### config.mk
export PLATFORM = sky130hd
export DESIGN_NAME = exception_controller_flat
export DESIGN_NICKNAME = d
export VERILOG_FILES = /design/src/rtl/exception_controller_pkg.sv /design/src/rtl/exception_controller_if.sv /design/src/rtl/exception_controller_epc_stack.sv /design/src/rtl/exception_controller.sv /design/src/flat_wrapper.sv
export SDC_FILE = /design/constraint.sdc
export NUM_CORES = 1
export LEC_CHECK = 0
export CORE_AREA = 4 4 120 122
export DETAILED_ROUTE_END_ITERATION = 7
export DIE_AREA = 0 0 124 126
export PLACE_DENSITY = 0.86
export SKIP_LAST_GASP = 1
export SLEW_MARGIN = 5
export SYNTH_ARGS = -nofsm -noshare
export SYNTH_HDL_FRONTEND = slang
export SYNTH_SLANG_ARGS = --single-unit
### constraint.sdc
create_clock -name Clock -period 7.57 [get_ports Clock]
set_clock_uncertainty 0.2 [all_clocks]
set_input_delay 1.8925 -clock Clock [delete_from_list [all_inputs] [get_ports Clock]]
set_output_delay 1.8925 -clock Clock [all_outputs]
set_load 0.01 [all_outputs]
### src/rtl/exception_controller_pkg.sv
// Shared CP0 constants and helpers for the prioritised exception controller.
package exc_pkg;

  localparam logic [4:0] CP0_STATUS = 5'd12;
  localparam logic [4:0] CP0_CAUSE  = 5'd13;
  localparam logic [4:0] CP0_EPC    = 5'd14;

  localparam int unsigned STATUS_IE_BIT  = 0;
  localparam int unsigned STATUS_IM_LSB  = 8;
  localparam int unsigned CAUSE_IP_LSB   = 8;
  localparam int unsigned CAUSE_PRIO_LSB = 2;

  // Priority level is (source id + 1) in a 5-bit Cause field, capping sources at 31.
  localparam int unsigned PRIO_W  = 5;
  localparam int unsigned MAX_SRC = 31;

  typedef struct packed {
    logic              valid;
    logic [PRIO_W-1:0] idx;
  } prio_t;

  function automatic int unsigned clog2(input int unsigned n);
    int unsigned r;
    int unsigned v;
    r = 0;
    v = 1;
    while (v < n) begin
      v = v << 1;
      r++;
    end
    return (r == 0) ? 1 : r;
  endfunction

  function automatic prio_t prio_enc(input logic [MAX_SRC-1:0] req);
    prio_t r;
    r = '0;
    for (int unsigned i = 0; i < MAX_SRC; i++) begin
      if (req[i]) begin
        r.valid = 1'b1;
        r.idx   = PRIO_W'(i);
      end
    end
    return r;
  endfunction

endpackage

### src/rtl/exception_controller_if.sv
// Datapath-facing bundle of the exception controller: retire/eret, CP0 access, PC redirects.
interface exception_controller_if #(
  parameter int unsigned NUM_SRC    = 3,
  parameter int unsigned NEST_DEPTH = 3,
  parameter int unsigned ADDR_W     = 32
);
  import exc_pkg::*;

  localparam int unsigned NL_W = clog2(NEST_DEPTH + 1);

  logic [NUM_SRC-1:0] ExpSrc;
  logic               inst_retire;
  logic [ADDR_W-1:0]  pc_next;
  logic               eret;
  logic               cp0_we;
  logic [4:0]         cp0_addr;
  logic [31:0]        cp0_wdata;
  logic [31:0]        cp0_rdata;
  logic               exp_take;
  logic [ADDR_W-1:0]  exp_vector;
  logic               ret_take;
  logic [ADDR_W-1:0]  ret_pc;
  logic [NL_W-1:0]    nest_level;
  logic               eret_err;

  modport slave (
    input  ExpSrc, inst_retire, pc_next, eret, cp0_we, cp0_addr, cp0_wdata,
    output cp0_rdata, exp_take, exp_vector, ret_take, ret_pc, nest_level, eret_err
  );

  modport master (
    output ExpSrc, inst_retire, pc_next, eret, cp0_we, cp0_addr, cp0_wdata,
    input  cp0_rdata, exp_take, exp_vector, ret_take, ret_pc, nest_level, eret_err
  );

endinterface

### src/rtl/exception_controller_epc_stack.sv
// LIFO of {EPC, saved priority} used for nested exception handling.
module exc_epc_stack
  import exc_pkg::*;
#(
  parameter int unsigned DEPTH   = 3,
  parameter int unsigned ADDR_W  = 32,
  parameter int unsigned P_W     = 5,
  parameter int unsigned CNT_W   = clog2(DEPTH + 1)
) (
  input  logic              clk_i,
  input  logic              rst_ni,
  input  logic              push_i,
  input  logic              pop_i,
  input  logic [ADDR_W-1:0] push_epc_i,
  input  logic [P_W-1:0]    push_prio_i,
  input  logic              top_we_i,
  input  logic [ADDR_W-1:0] top_epc_i,
  output logic [ADDR_W-1:0] top_epc_o,
  output logic [P_W-1:0]    top_prio_o,
  output logic              full_o,
  output logic              empty_o,
  output logic [CNT_W-1:0]  count_o
);

  logic [ADDR_W-1:0] epc_q  [DEPTH];
  logic [P_W-1:0]    prio_q [DEPTH];
  logic [CNT_W-1:0]  cnt_q;

  assign full_o  = (32'(cnt_q) == DEPTH);
  assign empty_o = (cnt_q == '0);
  assign count_o = cnt_q;

  always_comb begin
    top_epc_o  = '0;
    top_prio_o = '0;
    for (int unsigned i = 0; i < DEPTH; i++) begin
      if (i == 32'(cnt_q) - 1) begin
        top_epc_o  = epc_q[i];
        top_prio_o = prio_q[i];
      end
    end
  end

  // A top-entry write loses to a push or pop landing on the same edge.
  always_ff @(posedge clk_i or negedge rst_ni) begin
    if (!rst_ni) begin
      cnt_q <= '0;
      for (int unsigned i = 0; i < DEPTH; i++) begin
        epc_q[i]  <= '0;
        prio_q[i] <= '0;
      end
    end else if (push_i && !full_o) begin
      for (int unsigned i = 0; i < DEPTH; i++) begin
        if (i == 32'(cnt_q)) begin
          epc_q[i]  <= push_epc_i;
          prio_q[i] <= push_prio_i;
        end
      end
      cnt_q <= cnt_q + CNT_W'(1);
    end else if (pop_i && !empty_o) begin
      cnt_q <= cnt_q - CNT_W'(1);
    end else if (top_we_i && !empty_o) begin
      for (int unsigned i = 0; i < DEPTH; i++) begin
        if (i == 32'(cnt_q) - 1) epc_q[i] <= top_epc_i;
      end
    end
  end

endmodule

### src/rtl/exception_controller.sv
// N-source prioritised exception controller with edge-latched pending bits and nested EPC stack.
module exception_controller
  import exc_pkg::*;
#(
  parameter int unsigned        NUM_SRC    = 3,
  parameter int unsigned        NEST_DEPTH = 3,
  parameter int unsigned        ADDR_W     = 32,
  parameter logic [ADDR_W-1:0]  VEC_BASE   = ADDR_W'(32'h0000_0800),
  parameter logic [ADDR_W-1:0]  VEC_STRIDE = ADDR_W'(32'h0000_0010)
) (
  input logic                  Clock,
  input logic                  Reset_n,
  exception_controller_if.slave bus
);

  logic [NUM_SRC-1:0] sync1_q, sync2_q, prev_q, rise;
  logic [NUM_SRC-1:0] pending_q, pending_d, clr_mask;
  logic               ie_q, ie_d;
  logic [NUM_SRC-1:0] im_q, im_d;
  logic [PRIO_W-1:0]  cur_prio_q, cur_prio_d, cand_lvl, top_prio;
  logic               eret_err_q, eret_err_d;
  prio_t              cand;
  logic               eligible, full, empty, epc_we;
  logic [ADDR_W-1:0]  top_epc;
  logic [31:0]        rdata;

  assign rise     = sync2_q & ~prev_q;
  assign cand     = prio_enc(MAX_SRC'(pending_q & im_q));
  assign cand_lvl = cand.idx + PRIO_W'(1);
  assign eligible = ie_q & cand.valid & (cand_lvl > cur_prio_q) & ~full;

  // eret has precedence; a blocked exception is re-evaluated after the pop.
  assign bus.exp_take   = bus.inst_retire & ~bus.eret & eligible;
  assign bus.ret_take   = bus.inst_retire & bus.eret & ~empty;
  assign bus.exp_vector = VEC_BASE + ADDR_W'(cand.idx) * VEC_STRIDE;
  assign bus.ret_pc     = top_epc;
  assign bus.eret_err   = eret_err_q;
  assign bus.cp0_rdata  = rdata;
  assign epc_we         = bus.cp0_we & (bus.cp0_addr == CP0_EPC) & ~empty;

  always_comb begin
    clr_mask   = '0;
    cur_prio_d = cur_prio_q;
    ie_d       = ie_q;
    im_d       = im_q;
    if (bus.exp_take) begin
      clr_mask   = NUM_SRC'(1) << cand.idx;
      cur_prio_d = cand_lvl;
    end else if (bus.ret_take) begin
      cur_prio_d = top_prio;
    end
    // A fresh edge on the source being taken keeps it pending.
    pending_d  = (pending_q & ~clr_mask) | rise;
    eret_err_d = eret_err_q | (bus.inst_retire & bus.eret & empty);
    if (bus.cp0_we && bus.cp0_addr == CP0_STATUS) begin
      ie_d = bus.cp0_wdata[STATUS_IE_BIT];
      im_d = bus.cp0_wdata[STATUS_IM_LSB +: NUM_SRC];
    end
  end

  always_comb begin
    rdata = '0;
    case (bus.cp0_addr)
      CP0_STATUS: begin
        rdata[STATUS_IE_BIT]           = ie_q;
        rdata[STATUS_IM_LSB +: NUM_SRC] = im_q;
      end
      CP0_CAUSE: begin
        rdata[CAUSE_IP_LSB +: NUM_SRC]  = pending_q;
        rdata[CAUSE_PRIO_LSB +: PRIO_W] = cur_prio_q;
      end
      CP0_EPC: begin
        if (!empty) rdata = 32'(top_epc);
      end
      default: rdata = '0;
    endcase
  end

  always_ff @(posedge Clock or negedge Reset_n) begin
    if (!Reset_n) begin
      sync1_q    <= '0;
      sync2_q    <= '0;
      prev_q     <= '0;
      pending_q  <= '0;
      ie_q       <= 1'b1;
      im_q       <= '1;
      cur_prio_q <= '0;
      eret_err_q <= 1'b0;
    end else begin
      sync1_q    <= bus.ExpSrc;
      sync2_q    <= sync1_q;
      prev_q     <= sync2_q;
      pending_q  <= pending_d;
      ie_q       <= ie_d;
      im_q       <= im_d;
      cur_prio_q <= cur_prio_d;
      eret_err_q <= eret_err_d;
    end
  end

  exc_epc_stack #(
    .DEPTH  (NEST_DEPTH),
    .ADDR_W (ADDR_W),
    .P_W    (PRIO_W)
  ) u_stack (
    .clk_i       (Clock),
    .rst_ni      (Reset_n),
    .push_i      (bus.exp_take),
    .pop_i       (bus.ret_take),
    .push_epc_i  (bus.pc_next),
    .push_prio_i (cur_prio_q),
    .top_we_i    (epc_we),
    .top_epc_i   (ADDR_W'(bus.cp0_wdata)),
    .top_epc_o   (top_epc),
    .top_prio_o  (top_prio),
    .full_o      (full),
    .empty_o     (empty),
    .count_o     (bus.nest_level)
  );

endmodule

### src/flat_wrapper.sv
// flat-port wrapper written by rule: the top's interface ports become plain ports
module exception_controller_flat import exc_pkg::*;
#(
  parameter int unsigned        NUM_SRC    = 3,
  parameter int unsigned        NEST_DEPTH = 3,
  parameter int unsigned        ADDR_W     = 32,
  parameter logic [ADDR_W-1:0]  VEC_BASE   = ADDR_W'(32'h0000_0800),
  parameter logic [ADDR_W-1:0]  VEC_STRIDE = ADDR_W'(32'h0000_0010)
)
  (Clock, Reset_n, bus_ExpSrc, bus_inst_retire, bus_pc_next, bus_eret, bus_cp0_we, bus_cp0_addr, bus_cp0_wdata, bus_cp0_rdata, bus_exp_take, bus_exp_vector, bus_ret_take, bus_ret_pc, bus_nest_level, bus_eret_err);
  exception_controller_if #(.NUM_SRC(NUM_SRC), .NEST_DEPTH(NEST_DEPTH), .ADDR_W(ADDR_W)) bus_i ();
  input logic Clock;
  input logic Reset_n;
  input wire logic [$bits(bus_i.ExpSrc)-1:0] bus_ExpSrc;
  input wire logic [$bits(bus_i.inst_retire)-1:0] bus_inst_retire;
  input wire logic [$bits(bus_i.pc_next)-1:0] bus_pc_next;
  input wire logic [$bits(bus_i.eret)-1:0] bus_eret;
  input wire logic [$bits(bus_i.cp0_we)-1:0] bus_cp0_we;
  input wire logic [$bits(bus_i.cp0_addr)-1:0] bus_cp0_addr;
  input wire logic [$bits(bus_i.cp0_wdata)-1:0] bus_cp0_wdata;
  output wire logic [$bits(bus_i.cp0_rdata)-1:0] bus_cp0_rdata;
  output wire logic [$bits(bus_i.exp_take)-1:0] bus_exp_take;
  output wire logic [$bits(bus_i.exp_vector)-1:0] bus_exp_vector;
  output wire logic [$bits(bus_i.ret_take)-1:0] bus_ret_take;
  output wire logic [$bits(bus_i.ret_pc)-1:0] bus_ret_pc;
  output wire logic [$bits(bus_i.nest_level)-1:0] bus_nest_level;
  output wire logic [$bits(bus_i.eret_err)-1:0] bus_eret_err;
  assign bus_i.ExpSrc = bus_ExpSrc;
  assign bus_i.inst_retire = bus_inst_retire;
  assign bus_i.pc_next = bus_pc_next;
  assign bus_i.eret = bus_eret;
  assign bus_i.cp0_we = bus_cp0_we;
  assign bus_i.cp0_addr = bus_cp0_addr;
  assign bus_i.cp0_wdata = bus_cp0_wdata;
  assign bus_cp0_rdata = bus_i.cp0_rdata;
  assign bus_exp_take = bus_i.exp_take;
  assign bus_exp_vector = bus_i.exp_vector;
  assign bus_ret_take = bus_i.ret_take;
  assign bus_ret_pc = bus_i.ret_pc;
  assign bus_nest_level = bus_i.nest_level;
  assign bus_eret_err = bus_i.eret_err;
  exception_controller #(.NUM_SRC(NUM_SRC), .NEST_DEPTH(NEST_DEPTH), .ADDR_W(ADDR_W), .VEC_BASE(VEC_BASE), .VEC_STRIDE(VEC_STRIDE)) u_core (.Clock(Clock), .Reset_n(Reset_n), .bus(bus_i));
endmodule
==> flow_summary.ini <==
[run_status]
status = finished clean

[grt]
first_global_vias = 6286
grt.total_usage_pct = 26.8
grt_start_max_net_pins = 79
grt_pass1_wl_mm = 32.8
grt.overflow.total = 0
antenna_found_initial = 0

[yosys]
synthSimpleGateAreaFrac_pct = 6.72
synth_top_area_share_pct = 46.2
synth-xor-area-share_pct = 0.123
synth_top_family_by_area = compound AO/OA/AOI/OAI gates
synth_compound_area_share_pct = 29.9
syn_area_sq_mm = 0.00710
synthArstFlopShare_pct = 100
avgSynthCellArea_sq_um = 11.5
synth_cells = 619
synthDistinctLibCells = 46
ys_top_cells_by_area = dfrtp_1, a22o_1, o22a_1
synth_top_flop_cell = dfrtp_1
ys_ff_latch = 135
yosysMostFrequentCell = dfrtp_1
synth-edff-count = 0
yosysTopAreaCell = dfrtp_1
synth.area.mux_share_pct = 7.70
synthAdderAreaFrac_pct = 0.529
synth_common_cells = dfrtp_1, a22o_1, o22a_1
ys_warn_count = 0
synth-seq-area-share_pct = 47.7

[cts]
cts_tree = yes
ctsHoldBuffers = 0
cts.sinks = 135
cts.path.max_buffers = 2
clk_latency_ns = 0.41
numCtsBuffers = 17
post-cts-setup-buffer-count = 0
post_cts_resized = 0
cts-root-buf = clkbuf_16
h-tree-depth = 4
clk_pin_slew_ns = 0.05

[floorplanning]
die_h_um = 126
die_area_sq_mm = 0.0156
core_area_sq_mm = 0.0132
start_util_pct = 53.8
num_io_pins = 178
num_rows = 42
die_x_um = 124

[sta]
grt_setup_unrepaired = false
finalSetupViolCount = 0
max-slew-margin-rel_pct = 26.4
finalCriticalPeriod_ns = 6.25
worst_slew_pin_slew_ns = 1.10
drv_slew = 0
fin_crit_sh_pct = 82.6
fmax_mhz = 160
final.setup.tns_ns = 0
whs_ns = 0.153
hold_violations = 0

[worst_setup_path]
arrival_ns = 4.16
path_max_fanout = 10
crit_chain = clkdlybuf4s50_1 > or3b_1 > or3_1 > nor2_4 > clkdlybuf4s50_1
critPathLaunchType = input port
rrSetupSlack_ns = 3.54
critPathKind = in -> out
reg2reg_to = u_core.u_stack.epc_q[83]
cp.required_ns = 5.48
slowest_stage = clkdlybuf4s50_1
slowest_delay_ns = 0.59
rr_startpoint = u_core.im_q[1]
cp_common_cell = clkdlybuf4s50_1
rr_worst_depth = 10
cp-end-kind = output pin

[detailed_routing]
drtPass1Iterations = 5
top_layer = met4
vias_per_cell = 6.27
drc = 0
wirelength_mm = 20.6
wire_per_inst_um = 22.0
dr_wl_met3_mm = 1.90
drtIter0Drc = 511
ant_nets = 0
wl_met1_mm = 8.32
vias = 5853
wl_met2_mm = 9.93

[power]
power_density_mw_per_mm2 = 286
vdd_drop_max_mv = 0.167
power.leakage_nw = 4.20

[placed_design]
port_buffers = 147
place_hpwl_mm = 12.6
place.gp.congestion = 0.884

[worst_hold_path]
holdCritPathClass = reg -> reg
worstHoldPathCells = 0
min-delay-start = u_core.sync1_q[2]
hold_end = u_core.sync2_q[2]

[run]
maxCapViolCount = 0

[cells_and_area]
antenna_cells = 0
layout.nets = 825
syn2layout_area_growth_pct = 29.2
layout-drive-gt1-share_pct = 13.1
fillers = 936
-- sequential cells by signal, indices dropped and copies added, names as in the netlist --
signal	cells
u_core.sync2_q	3
u_core.u_stack.epc_q	96
u_core.im_q	3
u_core.u_stack.prio_q	15
u_core.prev_q	3
u_core.pending_q	3
u_core.cur_prio_q	5
u_core.ie_q	1
u_core.bus.eret_err	1
u_core.sync1_q	3
u_core.u_stack.count_o	2
-- stage by stage --
step / total power, mW / cells / util [%] / instance area (sq um) / setup slack [ns]
6_report: 2.62 / 934 / 69.5 / 9170 / 1.32
5_1_grt: 2.72 / 934 / 69.5 / 9170 / 1.21
4_1_cts: 2.62 / 934 / 69.5 / 9170 / 1.32
3_5_place_dp: 1.70 / 902 / 64.6 / 8520 / 1.33
3_3_place_gp: 1.66 / 902 / 64.6 / 8520 / 1.35
2_1_floorplan: 1.38 / 648 / - / 7210 / 2.44
-- power by group --
group | internal, mW | switching [mW] | leakage, nW
combinational | 0.388 | 0.288 | 2.12
sequential | 0.878 | 0.151 | 1.77
clock | 0.603 | 0.316 | 0.313
-- cells by family (layout without fill, tap and decap cells) --
logic type | after synthesis | count (layout)
and+or+nand+nor | 81 | 81
other | 2 | 31
DFF | 135 | 135
xor gates and xnor gates | 1 | 1
adders and majority gates | 3 | 3
AOI/OAI and AO/OA | 259 | 259
buffers and inverters | 89 | 199
muxes | 49 | 49
-- routing by layer --
layer | up-vias | GRT usage (%)
met1 | 2967 | 34.5
met4 | 0 | 9.79
li1 | 2506 | -
met5 | - | 0
met3 | 48 | 6.91
met2 | 332 | 43.8
-- critical path, delay by kind of cell --
family	cells	cell delay, ns
and+or+nand+nor	3	1.24
buffers and inverters	2	1.02
-- worst max-delay path by stage --
stage	startpoint	slack, ns	end
floorplan	bus_cp0_addr[0]	2.44	bus_cp0_rdata[2]
global placement	bus_eret	1.35	bus_exp_take
detailed placement	bus_eret	1.33	bus_exp_take
CTS	bus_eret	1.32	bus_exp_take
global route	bus_eret	1.21	bus_exp_take
finish	bus_eret	1.32	bus_exp_take
-- cell usage in the layout, fill, tap and decap left out, types with 4 or more instances in the layout --
cell	n
inv_1	9
a22o_1	72
o21ai_0	9
clkbuf_16	17
nor2_1	11
a22oi_1	4
dfstp_2	4
nand2_1	19
mux2i_1	4
conb_1	31
and2_1	31
bufinv_16	5
o21a_1	64
clkdlybuf4s50_1	146
dfrtp_1	129
buf_4	11
mux2_2	42
o22a_1	65
a21o_1	34
-- cell type report --
cell class / count / area (sq um) / area share (%)
sequential: 135 / 3390 / 36.9
tap: 176 / 220 / 2.40
clock inverter: 11 / 196 / 2.14
multi-input combinational: 424 / 3320 / 36.2
inverter: 9 / 33.8 / 0.368
timing repair buffer: 158 / 1560 / 17.0
clock buffer: 21 / 460 / 5.02
Note: power is estimated with default switching activity, not from simulation.
